### config.mk
export PLATFORM = sky130hd
export DESIGN_NAME = regbank_arbiter
export DESIGN_NICKNAME = d
export VERILOG_FILES = /design/src/rtl/regbank_arbiter.sv
export SDC_FILE = /design/constraint.sdc
export NUM_CORES = 1
export LEC_CHECK = 0
export BUFFER_PORTS_ARGS = -buffer_cell sky130_fd_sc_hd__clkbuf_2
export CAP_MARGIN = 20
export CORE_MARGIN = 2
export CORE_UTILIZATION = 48
export CTS_BUF_LIST = sky130_fd_sc_hd__clkbuf_8
export CTS_CLUSTER_SIZE = 16
export DETAILED_ROUTE_END_ITERATION = 10
export PLACE_DENSITY = 0.72
export SETUP_SLACK_MARGIN = 0.05
export SLEW_MARGIN = 20
export SYNTH_ARGS = -nofsm -noshare
export SYNTH_HDL_FRONTEND = slang
export SYNTH_SLANG_ARGS = --single-unit
### constraint.sdc
create_clock -name clk -period 1.8 [get_ports clk]
set_input_delay 0.18 -clock clk [delete_from_list [all_inputs] [get_ports clk]]
set_output_delay 0.18 -clock clk [all_outputs]
set_load 0.005 [all_outputs]
### src/rtl/regbank_arbiter.sv
// Two-requester write arbiter in front of a four-entry register bank with a registered read port.
// A grant commits its write one cycle after it is taken; clr_all wipes the bank and holds any grant.
module regbank_arbiter #(
    parameter int WIDTH = 4
) (
    input  logic             clk,
    input  logic             clear,
    input  logic             req0,
    input  logic [1:0]       addr0,
    input  logic [WIDTH-1:0] d0,
    input  logic             req1,
    input  logic [1:0]       addr1,
    input  logic [WIDTH-1:0] d1,
    input  logic             clr_all,
    input  logic [1:0]       raddr,
    output logic             ack0,
    output logic             ack1,
    output logic             busy,
    output logic [WIDTH-1:0] q
);

    typedef enum logic [1:0] {IDLE, GNT0, GNT1} state_t;

    state_t           state_q, state_d;
    logic             prio_q, prio_d;
    logic [WIDTH-1:0] bank_q [4];
    logic [WIDTH-1:0] bank_d [4];
    logic [WIDTH-1:0] q_q, q_d;
    logic             commit0, commit1;

    always_comb begin
        // A grant is frozen, not lost, while clr_all is high.
        commit0 = (state_q == GNT0) && !clr_all;
        commit1 = (state_q == GNT1) && !clr_all;
        state_d = state_q;
        prio_d  = prio_q;
        bank_d  = bank_q;
        q_d     = bank_q[raddr];

        case (state_q)
            IDLE: begin
                if (req0 && (!req1 || !prio_q)) begin
                    state_d = GNT0;
                end else if (req1) begin
                    state_d = GNT1;
                end
            end
            GNT0: begin
                if (commit0) begin
                    state_d = IDLE;
                    prio_d  = 1'b1;
                end
            end
            GNT1: begin
                if (commit1) begin
                    state_d = IDLE;
                    prio_d  = 1'b0;
                end
            end
            default: state_d = IDLE;
        endcase

        if (clr_all) begin
            for (int i = 0; i < 4; i++) begin
                bank_d[i] = '0;
            end
        end else if (commit0) begin
            bank_d[addr0] = d0;
        end else if (commit1) begin
            bank_d[addr1] = d1;
        end
    end

    always_ff @(posedge clk) begin
        if (clear) begin
            state_q <= IDLE;
            prio_q  <= 1'b0;
            q_q     <= '0;
            for (int i = 0; i < 4; i++) begin
                bank_q[i] <= '0;
            end
        end else begin
            state_q <= state_d;
            prio_q  <= prio_d;
            q_q     <= q_d;
            for (int i = 0; i < 4; i++) begin
                bank_q[i] <= bank_d[i];
            end
        end
    end

    // An edge carrying clear aborts the grant, so it must not be acknowledged.
    assign ack0 = commit0 && !clear;
    assign ack1 = commit1 && !clear;
    assign busy = (state_q != IDLE);
    assign q    = q_q;

endmodule

After elaboration in Yosys (flattened, before gate mapping)
Cells that the tools add are included.
W data, S select, Z words.
Word-level totals
  register bits after elaboration: 23
  latch bits: 0
  memory bits (writable): 0
  memory bits (read-only): 0
  input port bits: 19
  output and inout bits: 7
  memories kept: 0
Operators by class
  $add $sub $neg: 0
  multiply operators: 0
  divide/modulo/power cells: 0
  $lt $le $gt $ge: 5
  equality and inequality tests: 5
  shift operators: 0
  muxes and demuxes: 19
  bitwise gates (word level): 3
  reduce and logical (&&, ||, !) cells: 19
Operators with widths (number)
  $bwmux W16: 2
  $mux W16: 2
  $demux W4 S2: 2
  $mux W4: 4
  $ge A3 B3 Y1 const B: 3
  $not A2 Y3: 3
  $bmux W4 S2: 1
  $mux W2: 4
  $logic_and A1 B1 Y1: 7
  $lt A3 B1 Y1 const B: 2
  $pmux W2 S3: 1
  $reduce_and A3 Y1: 2
  $reduce_bool A2 Y1: 3
  $logic_not A1 Y1: 4
  $ne A2 B2 Y1 const B: 2
  $ne A3 B3 Y1 const B: 1
  $eq A2 B1 Y1 const B: 1
  $eq A2 B2 Y1 const B: 1
  $logic_not A2 Y1: 1
  $mux W1: 2
  $pmux W1 S2: 1
  $reduce_or A2 Y1: 1
  $logic_or A1 B1 Y1: 1

Longest topological paths before layout
Gate-level depths: netlist of the first run.
  depth in word-level cells: 8
  gate-level depth with buffers: 5
  depth with buffers taken out: 3

Worst setup path before layout of the first run
No wires, ideal clock.
  path type: reg2reg
  start point: register state_q[0]
  end point: register bank_q[4] (netlist bit)
  data arrival time: 1.255 ns
  data required time: 1.669 ns
  slack: 0.415 ns
  stages on the path, launching flop included: 6
  path buffers: 2
  period minus slack after synthesis: 1.385 ns
  cells stage by stage: dfxtp_1 or3b_2 clkbuf_2 buf_6 nand3_1 a311oi_1
Between the ends
  cells in the longest elaborated chain, start to end: 3
  elaborated cells on any way between the ends: 6
  classes of those cells: eq/ne (2); mux (1); reduce/logical (3)
RTL lines
  start: declaration: line 24  | state_t state_q, state_d;
  start signal: assignment: line 83  | state_q <= state_d;
  $eq A2 B1 Y1 / $eq A2 B2 Y1 (equally long branches): line 33, 34
  $logic_and A1 B1 Y1 (on tied branches): line 33, 34
  $mux W16 / $reduce_bool A2 Y1 (equally long branches)
  end signal: indexed assignment: line 87  | bank_q[i] <= bank_d[i];
  end: declaration: line 26  | logic [WIDTH-1:0] bank_q [4];
Parallel ways exist; a longest one is shown, timed or not.
A chain may end at the register's enable or synchronous reset.

Worst setup path in the final report of the first run
  start point: register state_q[1]
  end point: register bank_q[11] (netlist bit)
The elaborated chain is that of the path after synthesis.

==> results of run 1 <==
==> path summary, 6_finish.rpt <==
kind / end / slack [ns] / depth (start not counted)
worst min-delay path: prio_q$_SDFFE_PP0P_ / 0.17 / 2
worst min register to register: prio_q$_SDFFE_PP0P_ / 0.51 / 2
worst max-delay path: bank_q[11]$_SDFFE_PP0P_ / 0.14 / 3
worst max register to register: bank_q[11]$_SDFFE_PP0P_ / 0.14 / 3
==> repair_timing <==
item / in CTS / in global routing
resized for setup: 0 / 1
setup endpoints to repair: 0 / 6
hold endpoints to repair: 0 / 0
buffers inserted: 0 / 0
==> critical path, delay by kind of cell, from the launching register on <==
family,cells,cell delay (ns)
simple gates,2,0.66
compound gates,1,0.26
flops,1,0.64
==> cells in the mapped netlist <==
cell,count,area [um^2]
inv_1,1,3.75
buf_2,4,20.0
nor4b_1,2,17.5
a311oi_1,16,140
and4bb_2,4,50.1
nor2_1,2,7.51
buf_4,2,15.0
nor3b_1,1,7.51
clkbuf_1,1,3.75
mux2i_1,1,10.0
nand4b_1,8,70.1
or3b_2,1,8.76
dfxtp_1,23,460
or2_2,6,37.5
clkbuf_2,1,5.00
a21boi_0,1,7.51
nor3b_4,1,18.8
o21ai_0,2,10.0
a2bb2oi_1,1,8.76
and4b_1,2,20.0
nand4_1,8,50.1
a21oi_1,1,5.00
nand2b_1,1,6.26
nor3_1,19,95.1
nor2b_1,7,43.8
mux4_2,4,90.1
nand3_1,16,80.1
buf_6,3,33.8
==> routing by layer <==
layer	vias to the layer above	routed length (um)	track usage
li1	605	-	-
met2	60	1690	0.377
met4	0	182	0.143
met1	615	1400	0.276
met3	23	278	0.0484
met5	-	0	0
==> registers in the layout, summed over array words and instances, names as in the netlist <==
register and flops:
bank_q 16, prio_q 1, q 4, state_q 2
==> cells in the final DEF, fill, tap and decap left out, types with 3 or more instances in the layout <==
cell	n
clkbuf_8	3
nand3_1	16
and4bb_2	4
or2_2	6
a311oi_1	16
buf_4	3
nand4_1	8
clkbuf_2	25
dfxtp_1	22
nand4b_1	8
nor2b_1	7
mux4_2	4
nor3_1	19
==> cell families (layout without fill, tap and decap cells) <==
family                 after synthesis  in the layout  synth area share
multiplexers                         5              5            0.0755
flip-flops                          23             23             0.347
buffers and inverters               12             33            0.0613
AND/OR/NAND/NOR                     78             78             0.387
AO/OA/AOI/OAI                       21             21             0.129
==> through the flow <==
stage	std cells	total power, mW	area [um^2]
detailed placement	187	0.729	1440
finish	191	1.05	1480
global route	191	1.09	1480
floorplan	139	0.669	1330
global placement	187	0.721	1440
CTS	191	1.04	1480
==> report_power, final <==
part | total (mW) | internal, mW | leakage [nW] | switching, mW
logic | 0.176 | 0.0761 | 0.300 | 0.0995
registers | 0.545 | 0.524 | 0.187 | 0.0205
clock network | 0.330 | 0.153 | 0.0269 | 0.177
==> area by class of cell <==
class,count,area [um^2]
inverter,1,3.75
clock inverter,1,3.75
fill,260,1200
sequential,23,462
clock buffer,3,41.3
multi-input combinational,104,785
tap,31,38.8
timing repair buffer,28,148
==> summary.md, run 1 <==
| Metric | Value |
|---|---|
| Yosys cell types | 28 |
| Seq/Total Area, Yosys | 0.347 |
| Total grt overflow | 0 |
| Power Density | 709 nW/um^2 |
| DRC violations left | 0 |
| Hold WC Path Type | primary input to flop |
| Largest net degree at the start of global routing | 19 |
| CTS root buf | clkbuf_8 |
| RR Startpoint | state_q[1]$_SDFFE_PP0P_ |
| Share of cells above drive strength 1 | 0.300 |
| Area of the mapped netlist | 1330 um^2 |
| DPL Wire Length | 2.62 mm |
| Status | finished clean |
| Starting Density | 0.494 |
| Final setup fails | 0 |
| Crit path from | state_q[1]$_SDFFE_PP0P_ |
| Startpoint types | flop |
| Worst hold slack | 0.170 ns |
| # hold bufs at CTS | 0 |
| Max frequency | 601 MHz |
| Clock Sinks | 23 |
| Vias in the first global route | 1,227 |
| Port Buffer Count | 25 |
| Final worst setup slack | 0.137 ns |
| WL per Instance | 18.6 um |
| Slew @ Worst Pin | 0.493 ns |
| Antenna cell count | 0 |
| Nets@finish | 180 |
| Worst vdd ir | 0.435 mV |
| Synth Net Count | 158 |
| Synth Instances | 139 |
| Critical Path RT | 1.97 ns |
| Clk buf depth | 2 |
| Die height | 56.6 um |
| Tmin final | 1.66 ns |
| Placer Congestion | 0.906 |
| Vias per cell | 6.82 |
| Die ar. | 3200 um^2 |
| Num rows | 19 |
| Total length of routed wires | 3.55 mm |
| Slew Viols, Final | 0 |
| DR vias | 1,303 |
| Pre-antenna DRT Iters | 4 |
| Critical path arrival | 1.83 ns |
| Final hold vios | 0 |
| GRT Overall Usage | 0.231 |
| RSZ-0062 raised after global routing | false |
| Final Skew | 0.00687 ns |
| Max stage delay on crit path | 0.64 ns |
| Max_cap viols | 0 |
| Final cycle utilization of the critical path | 0.924 |
| Final Util | 0.551 |
| Initial DRC count | 36 |
| Synth-to-Final Area Change | 11.7% |
| Hold Startpoint | clear |
| Post-DRT Antenna Nets | 0 |
| H-tree depth | 1 |
| Crit end category | flop |
| TritonCTS Buffers | 3 |
| Worst path slowest cell | dfxtp_1 |
| Critical path class | flop to flop |
| Pre-CTS setup slack | 0.167 ns |
| Total leakage power | 0.513 nW |
| First-pass GRT wire length | 5.66 mm |
| CP Cell Sequence | and4bb_2 > or2_2 > a311oi_1 |
| Initial antenna violation count | 0 |
| Worst-path clk slew | 0.09 ns |
| Synth Area per Inst | 9.54 um^2 |
| Seq cells post-synth | 23 |
| Synth warnings | 0 |
| Later-pin clock latency in the skew report | 0.27 ns |
| TritonCTS clock tree | built |
| Worst Path Max Fanout | 16 |
| Core box area | 2690 um^2 |
| Die X | 56.6 um |
| IO Pins | 26 |
| Max-slew headroom | 0.671 |
| Post-Route Setup TNS | 0 ns |
(Power assumes the default switching activity.)
==> run 2, diff against run 1 <==
--- a/config.mk
+++ b/config.mk
@@ -5,6 +5,7 @@
 export SDC_FILE = /design/constraint.sdc
 export NUM_CORES = 1
 export LEC_CHECK = 0
+export ABC_AREA = 1
 export BUFFER_PORTS_ARGS = -buffer_cell sky130_fd_sc_hd__clkbuf_2
 export CAP_MARGIN = 20
 export CORE_MARGIN = 2
@@ -12,7 +13,8 @@
 export CTS_BUF_LIST = sky130_fd_sc_hd__clkbuf_8
 export CTS_CLUSTER_SIZE = 16
 export DETAILED_ROUTE_END_ITERATION = 10
-export PLACE_DENSITY = 0.72
+export GPL_TIMING_DRIVEN = 0
+export PLACE_DENSITY = 0.71
 export SETUP_SLACK_MARGIN = 0.05
 export SLEW_MARGIN = 20
 export SYNTH_ARGS = -nofsm -noshare
==> run 2 against run 1 <==
  * The flow now finishes with violations (design-rule violations)
  * Cell area rose by 11%
  * First-iteration DRC count rose by 31%
  * Synthesized cell count rose by 72%
  * Largest cell class unchanged
  * Critical endpoint is now ack0
  * Final cell count rose by 55%
==> summary.md, run 2 <==
| Metric | Value |
|---|---|
| Status | finished, violations left |
| Violated checks | design-rule violations |
| CP Cell Sequence | inv_1 > nand3_2 > buf_6 > buf_6 > nor2_1 > clkbuf_2 |
| Synth-to-Final Area Change | 13.8% |
| Buffers & Inverters on Critical Path | 4 (+4) |
| Die height | 59.0 um (+4.3%) |
| Worst vdd ir | 0.319 mV (-27%) |
| IO Pins | 26 (unchanged) |
| Hold WC Path Type | primary input to flop |
| Reg area | 460 um^2 (-0.27%) |
| CP dominant cell by count | buf_6 |
| WL met2 | 1.44 mm (-15%) |
| Clk buf depth | 2 (unchanged) |
| Slew @ Worst Pin | 0.317 ns (-0.176 ns) |
| Critical path arrival | 1.31 ns (-0.52 ns) |
| Core box area | 2810 um^2 (+4.4%) |
| CTS root buf | clkbuf_8 |
| Final hold vios | 0 (unchanged) |
| Crit path from | state_q[1]$_SDFFE_PP0P_ |
| First-pass GRT wire length | 5.62 mm (-0.72%) |
| Power Density | 648 nW/um^2 (-8.5%) |
| Post-DRT Antenna Nets | 0 (unchanged) |
| Max reg flops | 16 (unchanged) |
| RR Endpoint | bank_q[14]$_SDFFE_PP0P_ |
| Final Skew | 0.00663 ns (-0.000240 ns) |
| GRT Overall Usage | 0.207 (-0.0248) |
| Post-CTS setup buffers | 0 (unchanged) |
| RR Startpoint | state_q[1]$_SDFFE_PP0P_ |
| Synth Area per Inst | 6.07 um^2 (-36%) |
| Total length of routed wires | 3.21 mm (-9.5%) |
| Vias in the first global route | 1,317 (+7.3%) |
| WL per Instance | 10.8 um (-42%) |
| Die ar. | 3480 um^2 (+8.8%) |
| Vias per cell | 4.86 (-29%) |
| RSZ-0062 raised after global routing | false |
| Final cycle utilization of the critical path | 0.827 (-0.0968) |
| Antenna cell count | 0 (unchanged) |
| Stages on worst setup path | 6 (+3) |
| Synth warnings | 0 (unchanged) |
| DR vias | 1,443 (+11%) |
| Number of flops mapped to enable cells by yosys | 0 (unchanged) |
| Clock Sinks | 23 (unchanged) |
| Slew Viols, Final | 0 (unchanged) |
| Reg-to-reg setup timing slack | 0.53 ns (+0.39 ns) |
| Metal-1 WL | 1.61 mm (+15%) |
| Num rows | 19 (unchanged) |
| Post-synth ARST share | 0 (unchanged) |
| Max-slew headroom | 0.788 (+0.117) |
| Met3 wire length | 127 um (-54%) |
| Initial antenna violation count | 0 (unchanged) |
| Worst Setup EP | ack0 |
| Post-layout total power | 1.07 mW (+2.0%) |
| Multi-input logic area | 798 um^2 (+1.8%) |
| Count leader, synth | nand2_1 |
| Seq cells post-synth | 23 (unchanged) |
| Top FF cell, synth | dfxtp_1 |
| Worst-path clk slew | 0.08 ns (about the same) |
| Share of cells above drive strength 1 | 0.165 (-0.135) |
| Worst path slowest cell | dfxtp_1 |
| Seq/Total Area, Yosys | 0.317 (-0.0299) |
| Max_cap viols | 0 (unchanged) |
| Area of the mapped netlist | 1450 um^2 (+9.4%) |
| Pre-CTS setup slack | 0.553 ns (+0.385 ns) |
| Synth Net Count | 258 (+63%) |
| Pre-antenna DRT Iters | 8 (+4) |
| TritonCTS Buffers | 3 (unchanged) |
| Commonest cells in the netlist | nand2_1, nor2_1, inv_1, dfxtp_1, nand3_1 |
| Initial DRC count | 47 (+31%) |
| Total leakage power | 0.864 nW (+68%) |
| Top delay family on crit path | buffers and inverters |
| Most frequent cells in the layout | nand2_1, nor2_1, inv_1 |
| H-tree depth | 1 (unchanged) |
| Filler cells | 310 (+19%) |
| DRC violations left | 1 (+1) |
| Nets@finish | 286 (+59%) |
| Startpoint types | flop |
| Top cell type's share of synthesized area | 0.317 (-0.0299) |
| TritonCTS clock tree | built |
| Crit end category | output pin |
| Later-pin clock latency in the skew report | 0.26 ns (about the same) |
| Most common cell after layout, fill and taps aside | nand2_1 |
| Port Buffer Count | 23 (-8.0%) |
| Final setup fails | 0 (unchanged) |
| Critical Path RT | 1.62 ns (-0.35 ns) |
| Post-Route Setup TNS | 0 ns (unchanged) |
| Max frequency | 672 MHz (+12%) |
| # hold bufs at CTS | 0 (unchanged) |
| Placer Congestion | 0.851 (-6.0%) |
| Die X | 59.0 um (+4.3%) |
| Largest Register | bank_q |
| Tmin final | 1.49 ns (-0.174 ns) |
| Worst Path Max Fanout | 10 (-6) |
| Final worst setup slack | 0.311 ns (+0.174 ns) |
| Synth area leader | dfxtp_1 |
| Synth Instances | 239 (+72%) |
| Largest net degree at the start of global routing | 14 (-5) |
| DPL Wire Length | 2.61 mm (-0.32%) |
| Resized cells post-CTS | 0 (unchanged) |
| Synth area leaders | dfxtp_1, nand2_1, nor2_1 |
| Top Layer Used | met4 |
| Max stage delay on crit path | 0.41 ns (-0.23 ns) |
| Critical path class | flop to output pin |
| Yosys cell types | 17 (-39%) |
| Starting Density | 0.517 (+0.0237) |
| Reg2Reg Depth | 7 (+4) |
| Total grt overflow | 0 (unchanged) |
==> run 2: changes by cell type after synthesis, moves of 14 or more <==
cell / delta
nand2_1: +69
nor2_1: +35
inv_1: +33
nor3_1: -19
a311oi_1: -16
o21ai_1: +16
a21oi_1: +14
==> run 2: layout make-up <==
cell class,instances,share of cell area
inverters,36,0.0818
plain buffers,7,0.0348
well taps,31,0.0235
multi-input cells,173,0.483
flip-flops and latches,23,0.279
repair buffers,23,0.0697
clock inverters,1,0.00303
clock buffers,3,0.0250
==> run 2: per-stage QoR <==
step | utilization | std cells | instance area (um^2) | hold WS (ns)
detailed placement | 0.572 | 293 | 1610 | 0.454
global route | 0.589 | 297 | 1650 | 0.187
finish | 0.589 | 297 | 1650 | 0.167
CTS | 0.589 | 297 | 1650 | 0.169
global placement | 0.572 | 293 | 1610 | 0.452
floorplan | - | 239 | 1450 | 0.323
==> run 2: kinds of logic after synthesis <==
group / count (synthesis) / share of synthesized area
DFF: 23 / 0.317
buffers and inverters: 43 / 0.133
AOI/OAI and AO/OA: 39 / 0.134
and+or+nand+nor: 134 / 0.416
==> run 2: per-layer routing <==
metal	GRT usage	up-vias
li1	-	797
met5	0	-
met2	0.340	25
met4	0.0487	0
met3	0.0328	4
met1	0.284	617
==> run 2: how the worst min path moves through the flow <==
| stage | from | end | slack [ns] | cells after the start |
|---|---|---|---|---|
| global route | req1 | state_q[1]$_SDFFE_PP0P_ | 0.19 | 3 |
| CTS | req1 | state_q[1]$_SDFFE_PP0P_ | 0.17 | 3 |
| global placement | req1 | state_q[1]$_SDFFE_PP0P_ | 0.45 | 3 |
| floorplan | clr_all | state_q[0]$_SDFFE_PP0P_ | 0.32 | 2 |
| detailed placement | req1 | state_q[1]$_SDFFE_PP0P_ | 0.45 | 3 |
| finish | req1 | state_q[1]$_SDFFE_PP0P_ | 0.17 | 3 |
==> run 2: power breakdown <==
group / internal, mW / switching [mW] / total [mW]
Clock: 0.154 / 0.164 / 0.319
Combinational: 0.0790 / 0.142 / 0.221
Sequential: 0.524 / 0.00801 / 0.532
Total: 0.757 / 0.314 / 1.07
==> run 2: worst register-to-register path, cell delays in order, from the launching register on <==
cell and delay (ns):
dfxtp_1 0.36, inv_1 0.10, nand3_2 0.08, buf_6 0.16, nand2_4 0.14, nand3_4 0.13, nor2_1 0.15, nor2_1 0.06
==> run 3, diff against run 2 <==
==> constraint.sdc (replaced) <==
create_clock -name clk -period 1.6 [get_ports clk]
set_input_delay 0.16 -clock clk [delete_from_list [all_inputs] [get_ports clk]]
set_output_delay 0.16 -clock clk [all_outputs]
set_load 0.005 [all_outputs]
==> run 3 against run 2 <==
  * The flow still finishes with violations (design-rule violations)
  * Sequential share of layout area up 0.054 points
  * Sequential cell count unchanged
  * First-iteration DRC count unchanged
  * Sequential power up 12%
  * Clock-buffer cell count unchanged
  * Cell area about the same
  * Via count up 0.28%
  * Die area unchanged
  * Critical path depth unchanged
  * Hold slack worse by 0.026 ns
  * Wire length unchanged
  * Clock power up 13%
  * Critical endpoint unchanged
==> summary.md, run 3 (synthesis gave the netlist of run 2 again) <==
| Metric | Value |
|---|---|
| Status | finished, violations left |
| Violated checks | design-rule violations |
| Crit end category | output pin |
| Worst Setup EP | ack0 |
| TritonCTS Buffers | 3 (unchanged) |
| Worst vdd ir | 0.359 mV (+13%) |
| Total grt overflow | 0 (unchanged) |
| DRC violations left | 1 (unchanged) |
| Worst-path clk slew | 0.08 ns (about the same) |
| Synth-to-Final Area Change | 13.9% (about the same) |
| RSZ-0062 raised after global routing | false |
| Net switching power | 0.353 mW (+13%) |
| Starting Density | 0.517 (unchanged) |
| Hold WC Path Type | primary input to flop |
| Slew Viols, Final | 0 (unchanged) |
| Clock Sinks | 23 (unchanged) |
| Max_cap viols | 0 (unchanged) |
| Share of cells above drive strength 1 | 0.169 (+0.00376) |
| Later-pin clock latency in the skew report | 0.26 ns (about the same) |
| Pint | 0.852 mW (+13%) |
| Final Skew | 0.00668 ns (+0.0000520 ns) |
| CTS root buf | clkbuf_8 |
| Die ar. | 3480 um^2 (unchanged) |
| Num rows | 19 (unchanged) |
| Post-DRT Antenna Nets | 0 (unchanged) |
| DR vias | 1,447 (+0.28%) |
| Startpoint types | flop |
| Placer Congestion | 0.851 (unchanged) |
| Worst Path Max Fanout | 10 (unchanged) |
| Die X | 59.0 um (unchanged) |
| Post-CTS setup buffers | 0 (unchanged) |
| Final hold vios | 0 (unchanged) |
| IO Pins | 26 (unchanged) |
| H-tree depth | 1 (unchanged) |
| Top delay family on crit path | buffers and inverters |
| Most common cell after layout, fill and taps aside | nand2_1 |
| Combinational share of power | 0.206 (about the same) |
| Most frequent cells in the layout | nand2_1, nor2_1, inv_1 |
| Placed cells | 293 (unchanged) |
| # hold bufs at CTS | 0 (unchanged) |
| RR Endpoint | bank_q[14]$_SDFFE_PP0P_ |
| Max reg flops | 16 (unchanged) |
| Reg2Reg Depth | 7 (unchanged) |
| WL per Instance | 10.8 um (unchanged) |
| Critical path arrival | 1.28 ns (-0.03 ns) |
| Switching Fraction | 0.293 (about the same) |
| Final std cells w/o fill | 297 (unchanged) |
| Largest net degree at the start of global routing | 14 (unchanged) |
| Port Buffer Count | 23 (unchanged) |
| Max-slew headroom | 0.788 (about the same) |
| Core box area | 2810 um^2 (unchanged) |
| Max stage delay on crit path | 0.35 ns (-0.06 ns) |
| Stages on worst setup path | 6 (unchanged) |
| Slew @ Worst Pin | 0.317 ns (-0.000444 ns) |
| First-pass GRT wire length | 5.62 mm (unchanged) |
| Initial antenna violation count | 0 (unchanged) |
| CP dominant cell by count | buf_6 |
| Filler cells | 309 (-0.32%) |
| DPL Wire Length | 2.61 mm (unchanged) |
| Clk buf depth | 2 (unchanged) |
| Nets@finish | 286 (unchanged) |
| Total length of routed wires | 3.21 mm (unchanged) |
| Vias per cell | 4.87 (+0.28%) |
| Die height | 59.0 um (unchanged) |
| RR Startpoint | state_q[1]$_SDFFE_PP0P_ |
| Max frequency | 696 MHz |
| Antenna cell count | 0 (unchanged) |
| Power Density | 729 nW/um^2 (+12%) |
| Post-Route Setup TNS | 0 ns (unchanged) |
| Critical Path RT | 1.44 ns (-0.18 ns) |
| Worst path slowest cell | dfxtp_2 |
| Seq pwr share | 0.496 (about the same) |
| Tmin final | 1.44 ns |
| Largest Register | bank_q |
| Crit path from | state_q[1]$_SDFFE_PP0P_ |
| Total leakage power | 0.864 nW (about the same) |
| Critical path class | flop to output pin |
| CP Cell Sequence | inv_1 > nand3_2 > buf_6 > buf_6 > nor2_1 > clkbuf_2 |
| TritonCTS clock tree | built |
| Power share of the clock group | 0.298 (about the same) |
| GRT Overall Usage | 0.207 (unchanged) |
| Reg-to-reg setup timing slack | 0.35 ns (-0.18 ns) |
| Pre-antenna DRT Iters | 8 (unchanged) |
| Buffers & Inverters on Critical Path | 4 (unchanged) |
| Initial DRC count | 47 (unchanged) |
| Final cycle utilization of the critical path | 0.898 |
| Vias in the first global route | 1,317 (unchanged) |
| Final setup fails | 0 (unchanged) |
[run 3: cell types whose count changed in the layout (fill, tap and decap cells not counted)]
cell     delta
dfxtp_2     +1
dfxtp_1     -1
[run 3: layout make-up]
class / instances / area, um^2 / area share
multi-input cells: 173 / 798 / 0.483
flip-flops and latches: 23 / 462 / 0.279
inverters: 36 / 135 / 0.0818
repair buffers: 23 / 115 / 0.0696
plain buffers: 7 / 57.6 / 0.0348
clock buffers: 3 / 41.3 / 0.0250
well taps: 31 / 38.8 / 0.0235
clock inverters: 1 / 5.00 / 0.00303
[run 3: what timing repair did]
action                                 in CTS  in global routing
setup endpoints to repair                   0                  1
gates resized for setup                     0                  1
endpoints found under the hold margin       0                  0
[run 3: worst register-to-register path: stages, from the launching register on]
cell and delay (ns):
dfxtp_2 0.35, inv_1 0.09, nand3_2 0.08, buf_6 0.16
nand2_4 0.14, nand3_4 0.13, nor2_1 0.15, nor2_1 0.06
[run 3: worst min-delay path by stage]
stage	cells past startpoint	to	slack, ns	from
2_1_floorplan	2	state_q[0]$_SDFFE_PP0P_	0.30	clr_all
3_3_place_gp	3	state_q[1]$_SDFFE_PP0P_	0.43	req1
3_5_place_dp	3	state_q[1]$_SDFFE_PP0P_	0.43	req1
4_1_cts	3	state_q[1]$_SDFFE_PP0P_	0.15	req1
5_1_grt	3	state_q[1]$_SDFFE_PP0P_	0.16	req1
6_report	3	state_q[1]$_SDFFE_PP0P_	0.14	req1
[run 3: power by group through the flow]
stage	sequential, mW	combinational, mW	clock, mW
final	0.598	0.248	0.359
after global routing	0.600	0.285	0.389
after CTS	0.598	0.249	0.371
after detailed placement	0.612	0.248	0
after global placement	0.611	0.245	0
after floorplan	0.611	0.170	0
[run 3: stage by stage]
| stage | util | hold slack [ns] | cell area (um^2) | total power [mW] | worst slack (ns) |
|---|---|---|---|---|---|
| 2_1_floorplan | - | 0.303 | 1450 | 0.781 | 0.511 |
| 3_3_place_gp | 0.572 | 0.432 | 1610 | 0.857 | 0.379 |
| 4_1_cts | 0.589 | 0.149 | 1650 | 1.22 | 0.132 |
| 6_report | 0.589 | 0.140 | 1650 | 1.21 | 0.163 |
| 5_1_grt | 0.589 | 0.160 | 1650 | 1.27 | 0.0741 |
| 3_5_place_dp | 0.572 | 0.434 | 1610 | 0.860 | 0.353 |
[run 3: metal layers]
metal  global-route usage  part of all wire
met1                0.284              0.50
met2                0.340              0.45
met3               0.0328             0.040
met4               0.0487            0.0093
met5                    0                 0
